<file path="config.mk">
export PLATFORM = sky130hd
export DESIGN_NAME = arb_mux
export DESIGN_NICKNAME = d
export VERILOG_FILES = /design/src/rtl/arb_mux.sv
export SDC_FILE = /design/constraint.sdc
export NUM_CORES = 1
export LEC_CHECK = 0
export ABC_AREA = 1
export CAP_MARGIN = 20
export CORE_MARGIN = 2
export CORE_UTILIZATION = 30
export CTS_CLUSTER_DIAMETER = 60
export DETAILED_ROUTE_END_ITERATION = 8
export GPL_TIMING_DRIVEN = 0
export SYNTH_ARGS = -nofsm -noshare
export SYNTH_HDL_FRONTEND = slang
export SYNTH_SLANG_ARGS = --single-unit
</file>
<file path="constraint.sdc">
create_clock -name CLK -period 5.7 [get_ports CLK]
set_input_delay 0.855 -clock CLK [delete_from_list [all_inputs] [get_ports CLK]]
set_output_delay 0.855 -clock CLK [all_outputs]
set_load 0.02 [all_outputs]
</file>
<file path="src/rtl/arb_mux.sv">
// arb_mux: CHANNELS-way valid/ready stream arbiter with a registered output stage.
// Fixed-priority or round-robin selection, with burst locking until in_last.
module arb_mux #(
  parameter int unsigned WIDTH    = 16,
  parameter int unsigned CHANNELS = 4,
  parameter int unsigned MODE     = 1
) (
  input  logic                          CLK,
  input  logic                          Reset,
  input  logic [CHANNELS*WIDTH-1:0]     in_data,
  input  logic [CHANNELS-1:0]           in_valid,
  input  logic [CHANNELS-1:0]           in_last,
  output logic [CHANNELS-1:0]           in_ready,
  output logic [WIDTH-1:0]              out_data,
  output logic [$clog2(CHANNELS)-1:0]   out_sel,
  output logic                          out_last,
  output logic                          out_valid,
  input  logic                          out_ready
);

  localparam int unsigned SELW = $clog2(CHANNELS);

  typedef enum logic {
    IDLE   = 1'b0,
    LOCKED = 1'b1
  } state_e;

  state_e            state_q, state_d;
  logic [SELW-1:0]   lock_ch_q, lock_ch_d;
  logic [SELW-1:0]   rr_ptr_q, rr_ptr_d;
  logic [WIDTH-1:0]  out_data_q, out_data_d;
  logic [SELW-1:0]   out_sel_q, out_sel_d;
  logic              out_last_q, out_last_d;
  logic              out_valid_q, out_valid_d;

  logic              load;
  logic              xfer;
  logic              gnt_vld;
  logic [SELW-1:0]   gnt_idx;
  logic              gnt_last;
  int unsigned       rr_idx;
  logic [WIDTH-1:0]  ch_data [CHANNELS];

  for (genvar g = 0; g < CHANNELS; g++) begin : g_split
    assign ch_data[g] = in_data[g*WIDTH +: WIDTH];
  end

  assign load     = ~out_valid_q | out_ready;
  assign xfer     = load & gnt_vld & ~Reset;
  assign gnt_last = in_last[gnt_idx];
  assign in_ready = {CHANNELS{xfer}} & (CHANNELS'(1) << gnt_idx);

  assign out_data  = out_data_q;
  assign out_sel   = out_sel_q;
  assign out_last  = out_last_q;
  assign out_valid = out_valid_q;

  // Eligible winner: the locked channel only, else lowest index or first from rr_ptr
  always_comb begin : grant
    gnt_vld = 1'b0;
    gnt_idx = '0;
    rr_idx  = 0;
    if (state_q == LOCKED) begin
      gnt_vld = in_valid[lock_ch_q];
      gnt_idx = lock_ch_q;
    end else if (MODE == 0) begin
      for (int i = int'(CHANNELS) - 1; i >= 0; i--) begin
        if (in_valid[SELW'(i)]) begin
          gnt_vld = 1'b1;
          gnt_idx = SELW'(i);
        end
      end
    end else begin
      for (int unsigned k = 0; k < CHANNELS; k++) begin
        rr_idx = (32'(rr_ptr_q) + k) % CHANNELS;
        if (!gnt_vld && in_valid[SELW'(rr_idx)]) begin
          gnt_vld = 1'b1;
          gnt_idx = SELW'(rr_idx);
        end
      end
    end
  end

  always_comb begin : next_state
    state_d     = state_q;
    lock_ch_d   = lock_ch_q;
    rr_ptr_d    = rr_ptr_q;
    out_data_d  = out_data_q;
    out_sel_d   = out_sel_q;
    out_last_d  = out_last_q;
    out_valid_d = out_valid_q;
    if (load) begin
      if (xfer) begin
        out_data_d  = ch_data[gnt_idx];
        out_sel_d   = gnt_idx;
        out_last_d  = gnt_last;
        out_valid_d = 1'b1;
        case (state_q)
          IDLE: begin
            if (!gnt_last) begin
              state_d   = LOCKED;
              lock_ch_d = gnt_idx;
            end
          end
          LOCKED: begin
            if (gnt_last) state_d = IDLE;
          end
          default: state_d = IDLE;
        endcase
        // Pointer advances only at burst boundaries so a burst is never split
        if (MODE != 0 && gnt_last) begin
          rr_ptr_d = (gnt_idx == SELW'(CHANNELS - 1)) ? '0 : gnt_idx + 1'b1;
        end
      end else begin
        out_valid_d = 1'b0;
      end
    end
  end

  always_ff @(posedge CLK) begin : regs
    if (Reset) begin
      state_q     <= IDLE;
      lock_ch_q   <= '0;
      rr_ptr_q    <= '0;
      out_data_q  <= '0;
      out_sel_q   <= '0;
      out_last_q  <= 1'b0;
      out_valid_q <= 1'b0;
    end else begin
      state_q     <= state_d;
      lock_ch_q   <= lock_ch_d;
      rr_ptr_q    <= rr_ptr_d;
      out_data_q  <= out_data_d;
      out_sel_q   <= out_sel_d;
      out_last_q  <= out_last_d;
      out_valid_q <= out_valid_d;
    end
  end

endmodule
</file>
# Word-level counts from Yosys, hierarchy flattened
# Index checks and enable logic that the tools add are counted.
classes:
  n_bitwise: 9
  order_cmp: 7
  n_addsub: 4
  shifts: 1
  n_mux: 31
  n_reduce_logical: 9
  eq_ne: 1
ops:
  columns: ["operator", "count"]
  rows:
  - ["$bmux 16 s2", 1]
  - ["$mux 16", 2]
  - ["$lt 2x3->1 const B", 6]
  - ["$mux 1", 16]
  - ["$bmux 1 s2", 6]
  - ["$mux 2", 6]
  - ["$add 2x1->2 const B", 2]
  - ["$add 2x2->2 const B", 2]
  - ["$and 4x4->4", 1]
  - ["$not 1->1", 4]
  - ["$reduce_and 4->1", 1]
  - ["$shl 1x2->4 const A", 1]
  - ["$ge 3x3->1 const B", 1]
  - ["$logic_and 1x1->1", 3]
  - ["$logic_not 1->1", 3]
  - ["$not 2->3", 1]
  - ["$reduce_and 3->1", 1]
  - ["$and 1x1->1", 2]
  - ["$eq 2x2->1 const B", 1]
  - ["$reduce_and 2->1", 1]
  - ["$or 1x1->1", 1]
totals:
  wordCells: 69
  output_inout_bits: 24
  regBits: 25
  inputBits: 75

# Logic depth before layout (Yosys ltp)
# Gate-level depths: netlist of the first run.
depth:
  word_depth: 20
  depth_mapped: 19
  depth_no_buf: 17

# Worst setup path before layout of the first run
# Ideal clock, no wire load.
synth_timing:
  path_kind: "input-to-output"
  from: "input in_valid[1]"
  to: "output in_ready[0]"
  slack_ns: 2.539
  cell_stages: 14
  t_arrival_ns: 2.306
  t_required_ns: 4.845
  n_path_buf: 2
  cell_sequence: "inv_1 -> nand2_1 -> nand3_1 -> nand2_1 -> inv_2 -> nand3_2 -> nor2_2 -> nor2_4 -> nand2_4 -> buf_8 -> buf_6 -> ha_1 -> inv_1 -> nor2_1"
synth_between:
  elab_chain_cells: 19
  word_cells_on_any_way: 33
  classes_between: "shift: 1; mux: 23; bitwise: 3; reduce/logical: 6"
synth_lines:
  columns: ["item", "line_no", "source"]
  rows:
  - ["from (decl)", "11", "input logic [CHANNELS-1:0] in_valid,"]
  - ["$bmux 1 s2", "76", "if (!gnt_vld && in_valid[SELW'(rr_idx)]) begin"]
  - ["$mux 1 (implied by the code)", "76", null]
  - ["$mux 1", "76", null]
  - ["$mux 1", "63", "if (state_q == LOCKED) begin"]
  - ["$logic_not 1->1", "76", null]
  - ["$logic_and 1x1->1", "76", null]
  - ["$mux 1", "76", null]
  - ["$mux 1", "63", null]
  - ["(+2 left out)", null, null]
  - ["$mux 1", "76", null]
  - ["$mux 1", "63", null]
  - ["$logic_not 1->1", "76", null]
  - ["$logic_and 1x1->1", "76", null]
  - ["$mux 1", "76", null]
  - ["$mux 1", "63", null]
  - ["$and 1x1->1 (2 in a row)", "49", "assign xfer = load & gnt_vld & ~Reset;"]
  - ["$and 4x4->4 (*)", "51", "assign in_ready = {CHANNELS{xfer}} & (CHANNELS'(1) << gnt_idx);"]
  - ["to (decl)", "13", "output logic [CHANNELS-1:0] in_ready,"]
# Every way passes the cells marked *; elsewhere a longest branch is shown, timed or not. The select of a mux whose other input is x is not followed.

# Worst setup path in the final report of the first run
layout_timing:
  from: "input in_valid[3]"
  to: "output in_ready[1]"
layout_between:
  word_cells_on_any_way: 33
  classes_between: "shift: 1; mux: 23; bitwise: 3; reduce/logical: 6"
layout_rtl:
  columns: ["item", "line_no", "source"]
  rows:
  - ["$bmux 1 s2", "76", null]
  - ["$mux 1 (implied by the code)", "76", null]
  - ["$mux 1", "76", null]
  - ["$mux 1", "63", null]
  - ["$logic_not 1->1", "76", null]
  - ["$logic_and 1x1->1", "76", null]
  - ["$mux 1", "76", null]
  - ["$mux 1", "63", null]
  - ["(+3 left out)", null, null]
  - ["$mux 1", "63", null]
  - ["$logic_not 1->1", "76", null]
  - ["$logic_and 1x1->1", "76", null]
  - ["$mux 2 (*)", "76", null]
  - ["$mux 2 (*)", "63", null]
  - ["net gnt_idx[0]", "39", "logic [SELW-1:0] gnt_idx;"]
  - ["$shl 1x2->4 (*)", "51", null]
  - ["$and 4x4->4 (*)", "51", null]
# The timed path passes the listed nets; every way through them passes the cells marked *. The select of a mux whose other input is x is not followed.

==> results of run 1 <==
==> power groups by stage <==
stage	registers, mW	logic, mW	clock network (mW)
global placement	0.287	1.29	0
floorplan	0.349	0.836	0
CTS	0.286	1.31	0.113
detailed placement	0.289	1.30	0
finish	0.286	1.29	0.107
global route	0.294	1.44	0.120
==> routing by layer <==
| metal | GRT usage | up-vias |
|---|---|---|
| met5 | 0 | - |
| met1 | 0.232 | 1064 |
| li1 | - | 1294 |
| met3 | 0.0613 | 2 |
| met2 | 0.300 | 75 |
| met4 | 0.0252 | 0 |
==> worst paths after layout <==
check,end
max reg2reg,rr_ptr_q[1]
min,out_last
max,in_ready[1]
min reg2reg,out_last
==> through the flow <==
stage | instances | hold slack (ns)
after floorplan | 346 | 0.520
after global placement | 524 | 0.458
after detailed placement | 524 | 0.463
after CTS | 528 | 0.481
after global routing | 528 | 0.490
final | 528 | 0.473
==> cell families (layout without fill, tap and decap cells) <==
logic type | after synthesis | after routing | synth area share
AND/OR/NAND/NOR | 212 | 212 | 0.458
adder cells (fa/ha/maj) | 4 | 4 | 0.0239
buffers and inverters | 63 | 165 | 0.155
flip-flops | 25 | 25 | 0.239
AO/OA/AOI/OAI | 42 | 42 | 0.123
==> worst register-to-register path: stages (launching register included) <==
cell and delay [ns]:
dfxtp_1 0.32, buf_6 0.13, inv_4 0.11, nand2_2 0.07, nand3_1 0.10, nand2_1 0.10
inv_2 0.08, nand3_2 0.06, nor2_2 0.16, nor2_4 0.07, nand2_4 0.11, inv_2 0.08
buf_2 0.21, ha_1 0.31, inv_1 0.05, nand3_1 0.07, nand2_1 0.06, nor2_1 0.04
==> flip-flops by register name, indices dropped and copies added, names as in the netlist <==
| signal | cells |
|---|---|
| out_valid | 1 |
| lock_ch_q | 2 |
| state_q | 1 |
| out_sel | 2 |
| rr_ptr_q | 2 |
| out_data | 16 |
| out_last | 1 |
==> cells in the final DEF, fill, tap and decap left out <==
master / Yosys / routed
nand2_1: 116 / 116
clkdlybuf4s50_1: 0 / 98
nand3_1: 50 / 50
inv_1: 40 / 40
dfxtp_1: 25 / 25
nor2_1: 20 / 20
o21ai_0: 16 / 16
nand2_2: 14 / 14
o21ai_1: 13 / 13
nand3_2: 7 / 7
o211ai_1: 7 / 7
buf_6: 6 / 6
inv_2: 4 / 4
buf_4: 4 / 4
o211ai_2: 4 / 4
ha_1: 4 / 4
nor2_2: 3 / 3
buf_2: 3 / 3
clkbuf_1: 2 / 3
clkbuf_8: 0 / 3
buf_8: 2 / 2
a21oi_1: 2 / 2
inv_4: 1 / 1
nor2_4: 1 / 1
nand2_4: 1 / 1
buf_1: 1 / 1
==> layout make-up <==
cell class	instances	area [sq um]
Inverter	45	171
Tap cell	80	100
Sequential cell	25	500
Timing Repair Buffer	98	981
Multi-Input combinational cell	258	1270
Buffer	18	154
Fill cell	735	3540
Clock buffer	4	45.0
==> impl_metrics.tcl, run 1 <==
set metrics [dict create \
    synth_top_area_share 0.239 \
    crit_family "buffers and inverters" \
    vias 2435 \
    final_core_util 0.476 \
    relSlewSlack 0.664 \
    antenna_found_initial 0 \
    vias_per_cell 4.61 \
    critPathCaptureType "output pin" \
    cp.arrival_ns 3.51 \
    dpl_worst_slack_ns 1.36 \
    ys.flop_type "dfxtp_1" \
    crit_chain "clkdlybuf4s50_1 > inv_1 > nand2_1 > nand3_2 > nand2_1 > inv_2 > nand3_2 > nor2_2 > nor2_4 > nand2_4 > inv_2 > buf_2 > ha_1 > inv_1 > nor2_1 > clkdlybuf4s50_1" \
    drc 0 \
    gp_congestion 0.812 \
    portBuffers 98 \
    rsz0062_at_grt "no" \
    clock_latency_ns 0.27 \
    fin_area_sq_um 3220 \
    grt_pass1_wl_mm 11.0 \
    crit_start "in_valid[3]" \
    ff2ff_path_depth 17 \
    dp_hpwl_mm 5.26 \
    grt_max_degree 14 \
    overflow 0 \
    seq_power_share 0.170 \
    pwr_density_cell_nw_per_um2 523 \
    yosysUniqueCellTypes 24 \
    setup_violations 0 \
    cp_slowest_cell "clkdlybuf4s50_1" \
    io_pins 99 \
    cts_made_buffers 3 \
    htree_levels 1 \
    area_growth_pct 53.8 \
    num_rows 30 \
    clock_path_buffers 2 \
    total_power_mw 1.69 \
    switchingPower_mw 0.868 \
    fin_crit_ns 4.37 \
    synth_top_cell_by_area "dfxtp_1" \
    async_reset_ff_frac 0 \
    whs_path_depth 2 \
    ys_ff_latch 25 \
    p_sw_frac 0.515 \
    synth_cells 346 \
    cts_hold_buf 0 \
    n_antenna_cell 0 \
    dr_wl_met2_mm 3.12 \
    post_drt_wl_per_cell_um 12.9 \
    start_util 0.310 \
    drt_iter0_drc 73 \
    synth_edf_count 0 \
    timing.final.crit_share 0.767 \
    p_int_mw 0.817 \
    ys.warnings.count 0 \
    critPathBufInv 7 \
    dieHeight_um 87.5 \
    die_x_um 87.5 \
    hold_start "out_last" \
    wl_met1_mm 3.06 \
    path_depth 16 \
    cts_sinks 25 \
    placed_area_sq_um 3170 \
    wl_mm 6.79 \
    slew_violations 0 \
    comb_power_share 0.767 \
    cts_tree "done" \
    r2r_slack_ns 3.46 \
    clkPwrFrac 0.064 \
    ys_seq_area_frac 0.239 \
    ctsResizeCount 0 \
    clk_pin_slew_worst_paths_ns 0.09 \
    post_cts.repair.setup_buffers 0 \
    cts_root_buffer "clkbuf_8" \
    first_pass_iters 4 \
    totalNegativeSetupSlack_ns 0 \
    worstSetupStartpointType "input port" \
    synth_area_leaders "dfxtp_1 (24%), nand2_1 (21%), nand3_1 (12%)" \
    avgSynthCellArea_sq_um 6.05 \
    fmax_mhz 229 \
    skew_ns 0.00357 \
    status "finished, final reports clean" \
    die-area_sq_um 7660 \
    hold_viol 0 \
    grt_pass1_vias 2300 \
    grt_util_all_layers 0.180 \
    dr.max_layer_used "met4" \
    synth_common_cells "nand2_1 (116), nand3_1 (50), inv_1 (40)" \
    r2r-start "rr_ptr_q[0]" \
    synth_fp_nets 425 \
    p_leak_nw 1.54 \
    drive_gt1_frac 0.118 \
    fin_ws_ns 1.33 \
    ir_worst_vdd_mv 0.199 \
    worstMarginPinSlew_ns 0.504 \
    crit_required_ns 4.85 \
    critical_path.max_fanout 11 \
    num-nets-final 528 \
    postRouteAntennaNets 0 \
    syn-cell-area_sq_um 2090 \
    criticalPathCategory "in2out" \
    coreArea_sq_um 6760 \
    routed-wl-met3_um 580 \
    slowest_delay_ns 0.63 \
    synth.most_common_cell "nand2_1" \
    min-delay-path-class "reg2reg" \
    cap_violations 0 \
]
Power figures use the tool's default switching activity.
==> inputs of run 2 (changes only) <==
- clock period: 5.7 -> 3.6 ns (I/O delays scaled with it)
==> impl_metrics.tcl, run 2 (synthesized netlist as in run 1, its figures left out) <==
set metrics [dict create \
    fmax_mhz 296 \
    comb_power_share 0.764 \
    p_int_mw 1.28 \
    clock_path_buffers 2 \
    clkPwrFrac 0.064 \
    area_growth_pct 53.4 \
    num_rows 30 \
    r2r_slack_ns 1.38 \
    htree_levels 1 \
    post_drt_wl_per_cell_um 12.9 \
    worstReg2RegEnd "rr_ptr_q[1]" \
    most-common-layout-cells "nand2_1 (116), clkdlybuf4s50_1 (94), nand3_1 (50)" \
    vias 2433 \
    first_pass_iters 4 \
    largest_reg_flops 16 \
    drc 0 \
    whs_path_depth 2 \
    p_leak_nw 1.55 \
    antenna_found_initial 0 \
    skew_ns 0.00255 \
    die-area_sq_um 7660 \
    slew_violations 0 \
    dp_hpwl_mm 5.26 \
    grt_pass1_wl_mm 11.0 \
    min-delay-path-class "reg2reg" \
    overflow 0 \
    critPathCaptureType "output pin" \
    drive_gt1_frac 0.116 \
    fill_cells 737 \
    start_util 0.310 \
    ff2ff_path_depth 18 \
    seq_power_share 0.171 \
    drt_iter0_drc 78 \
    num-nets-final 527 \
    worstSetupStartpointType "input port" \
    hold_end "out_last" \
    grt_pass1_vias 2295 \
    post_cts.repair.setup_buffers 0 \
    relSlewSlack 0.661 \
    critical_path.max_fanout 11 \
    status "finished, final reports clean" \
    cts_made_buffers 3 \
    r2r-start "rr_ptr_q[0]" \
    gp_congestion 0.812 \
    setup_violations 0 \
    totalNegativeSetupSlack_ns 0 \
    pwr_density_cell_nw_per_um2 824 \
    timing.final.crit_share 0.937 \
    portBuffers 98 \
    n_antenna_cell 0 \
    hold_start "out_last" \
    cp.arrival_ns 2.83 \
    ff_latch_area_sq_um 500 \
    final_common_cell "nand2_1" \
    die_x_um 87.5 \
    clk_pin_slew_worst_paths_ns 0.09 \
    grt_util_all_layers 0.180 \
    cts_tree "done" \
    clock_latency_ns 0.27 \
    p_sw_frac 0.518 \
    dieHeight_um 87.5 \
    criticalPathCategory "in2out" \
    fin_crit_ns 3.37 \
    cap_violations 0 \
    worstMarginPinSlew_ns 0.508 \
    coreArea_sq_um 6760 \
    rsz0062_at_grt "no" \
    wl_mm 6.80 \
    vias_per_cell 4.62 \
    cts_sinks 25 \
    switchingPower_mw 1.37 \
    multi_input_comb_area_sq_um 1270 \
    io_pins 99 \
    crit_required_ns 3.06 \
    ir_worst_vdd_mv 0.273 \
    cts_root_buffer "clkbuf_8" \
    hold_viol 0 \
    grt_max_degree 16 \
    cts_hold_buf 0 \
    hold-worst-slack_ns 0.473 \
    postRouteAntennaNets 0 \
]
==> run 2: changes by cell type in the layout (fill, tap and decap cells not counted) <==
cell | before | now
buf_2 | 3 | 2
clkdlybuf4s50_1 | 98 | 94
dlygate4sd2_1 | 0 | 3
clkdlybuf4s15_1 | 0 | 1
==> run 2: power by group through the flow <==
stage	sequential (mW)	combinational, mW	clock [mW]
2_1_floorplan	0.552	1.32	0
3_5_place_dp	0.458	2.06	0
4_1_cts	0.453	2.05	0.178
5_1_grt	0.465	2.26	0.190
6_report	0.452	2.02	0.171
3_3_place_gp	0.455	2.05	0
==> run 2: timing repair <==
| action | CTS | global route |
|---|---|---|
| gates resized for setup | 4 | 1 |
| pin swaps | 0 | 0 |
| cloned | 0 | 0 |
| endpoints found under the setup margin | 4 | 1 |
==> run 2: per-stage QoR <==
stage           util  setup WS (ns)  cells  power (mW)  instance area, sq um
3_5_place_dp   0.470         -0.109    524        2.52                  3170
6_report       0.475          0.226    527        2.65                  3210
4_1_cts        0.475          0.225    527        2.68                  3210
2_1_floorplan      -           1.07    346        1.87                  2090
5_1_grt        0.475         0.0143    527        2.92                  3210
3_3_place_gp   0.470         -0.115    524        2.50                  3170
==> run 2: metal layers <==
metal / track usage / routed length (um)
met3: 0.0613 / 598
met1: 0.232 / 3040
met2: 0.300 / 3120
met5: 0 / 0
met4: 0.0252 / 35
==> run 2: cell type report <==
type                    instances  share of cell area
inverters                      45              0.0534
well taps                      80              0.0312
flip-flops and latches         25               0.156
plain buffers                  17              0.0464
clock buffers                   4              0.0140
multi-input cells             258               0.395
repair buffers                 98               0.304
==> run 2: worst max-delay path by stage <==
| stage | endpoint | cells past startpoint | slack [ns] | start |
|---|---|---|---|---|
| final | in_ready[0] | 15 | 0.23 | in_valid[3] |
| after global routing | in_ready[3] | 16 | 0.01 | in_valid[1] |
| after CTS | in_ready[2] | 16 | 0.23 | in_valid[1] |
| after detailed placement | in_ready[1] | 16 | -0.11 | in_valid[1] |
| after global placement | in_ready[1] | 16 | -0.11 | in_valid[3] |
| after floorplan | in_ready[0] | 14 | 1.07 | in_valid[1] |
==> run 2: worst max-delay path: stages <==
cell	delay [ns]
clkdlybuf4s50_1	0.51
inv_1	0.06
nand2_1	0.11
nand3_2	0.11
nand2_1	0.12
inv_2	0.06
nand3_1	0.09
nand3_2	0.15
nand2_4	0.14
buf_8	0.15
buf_6	0.15
ha_1	0.15
inv_1	0.04
nor2_1	0.09
dlygate4sd2_1	0.36
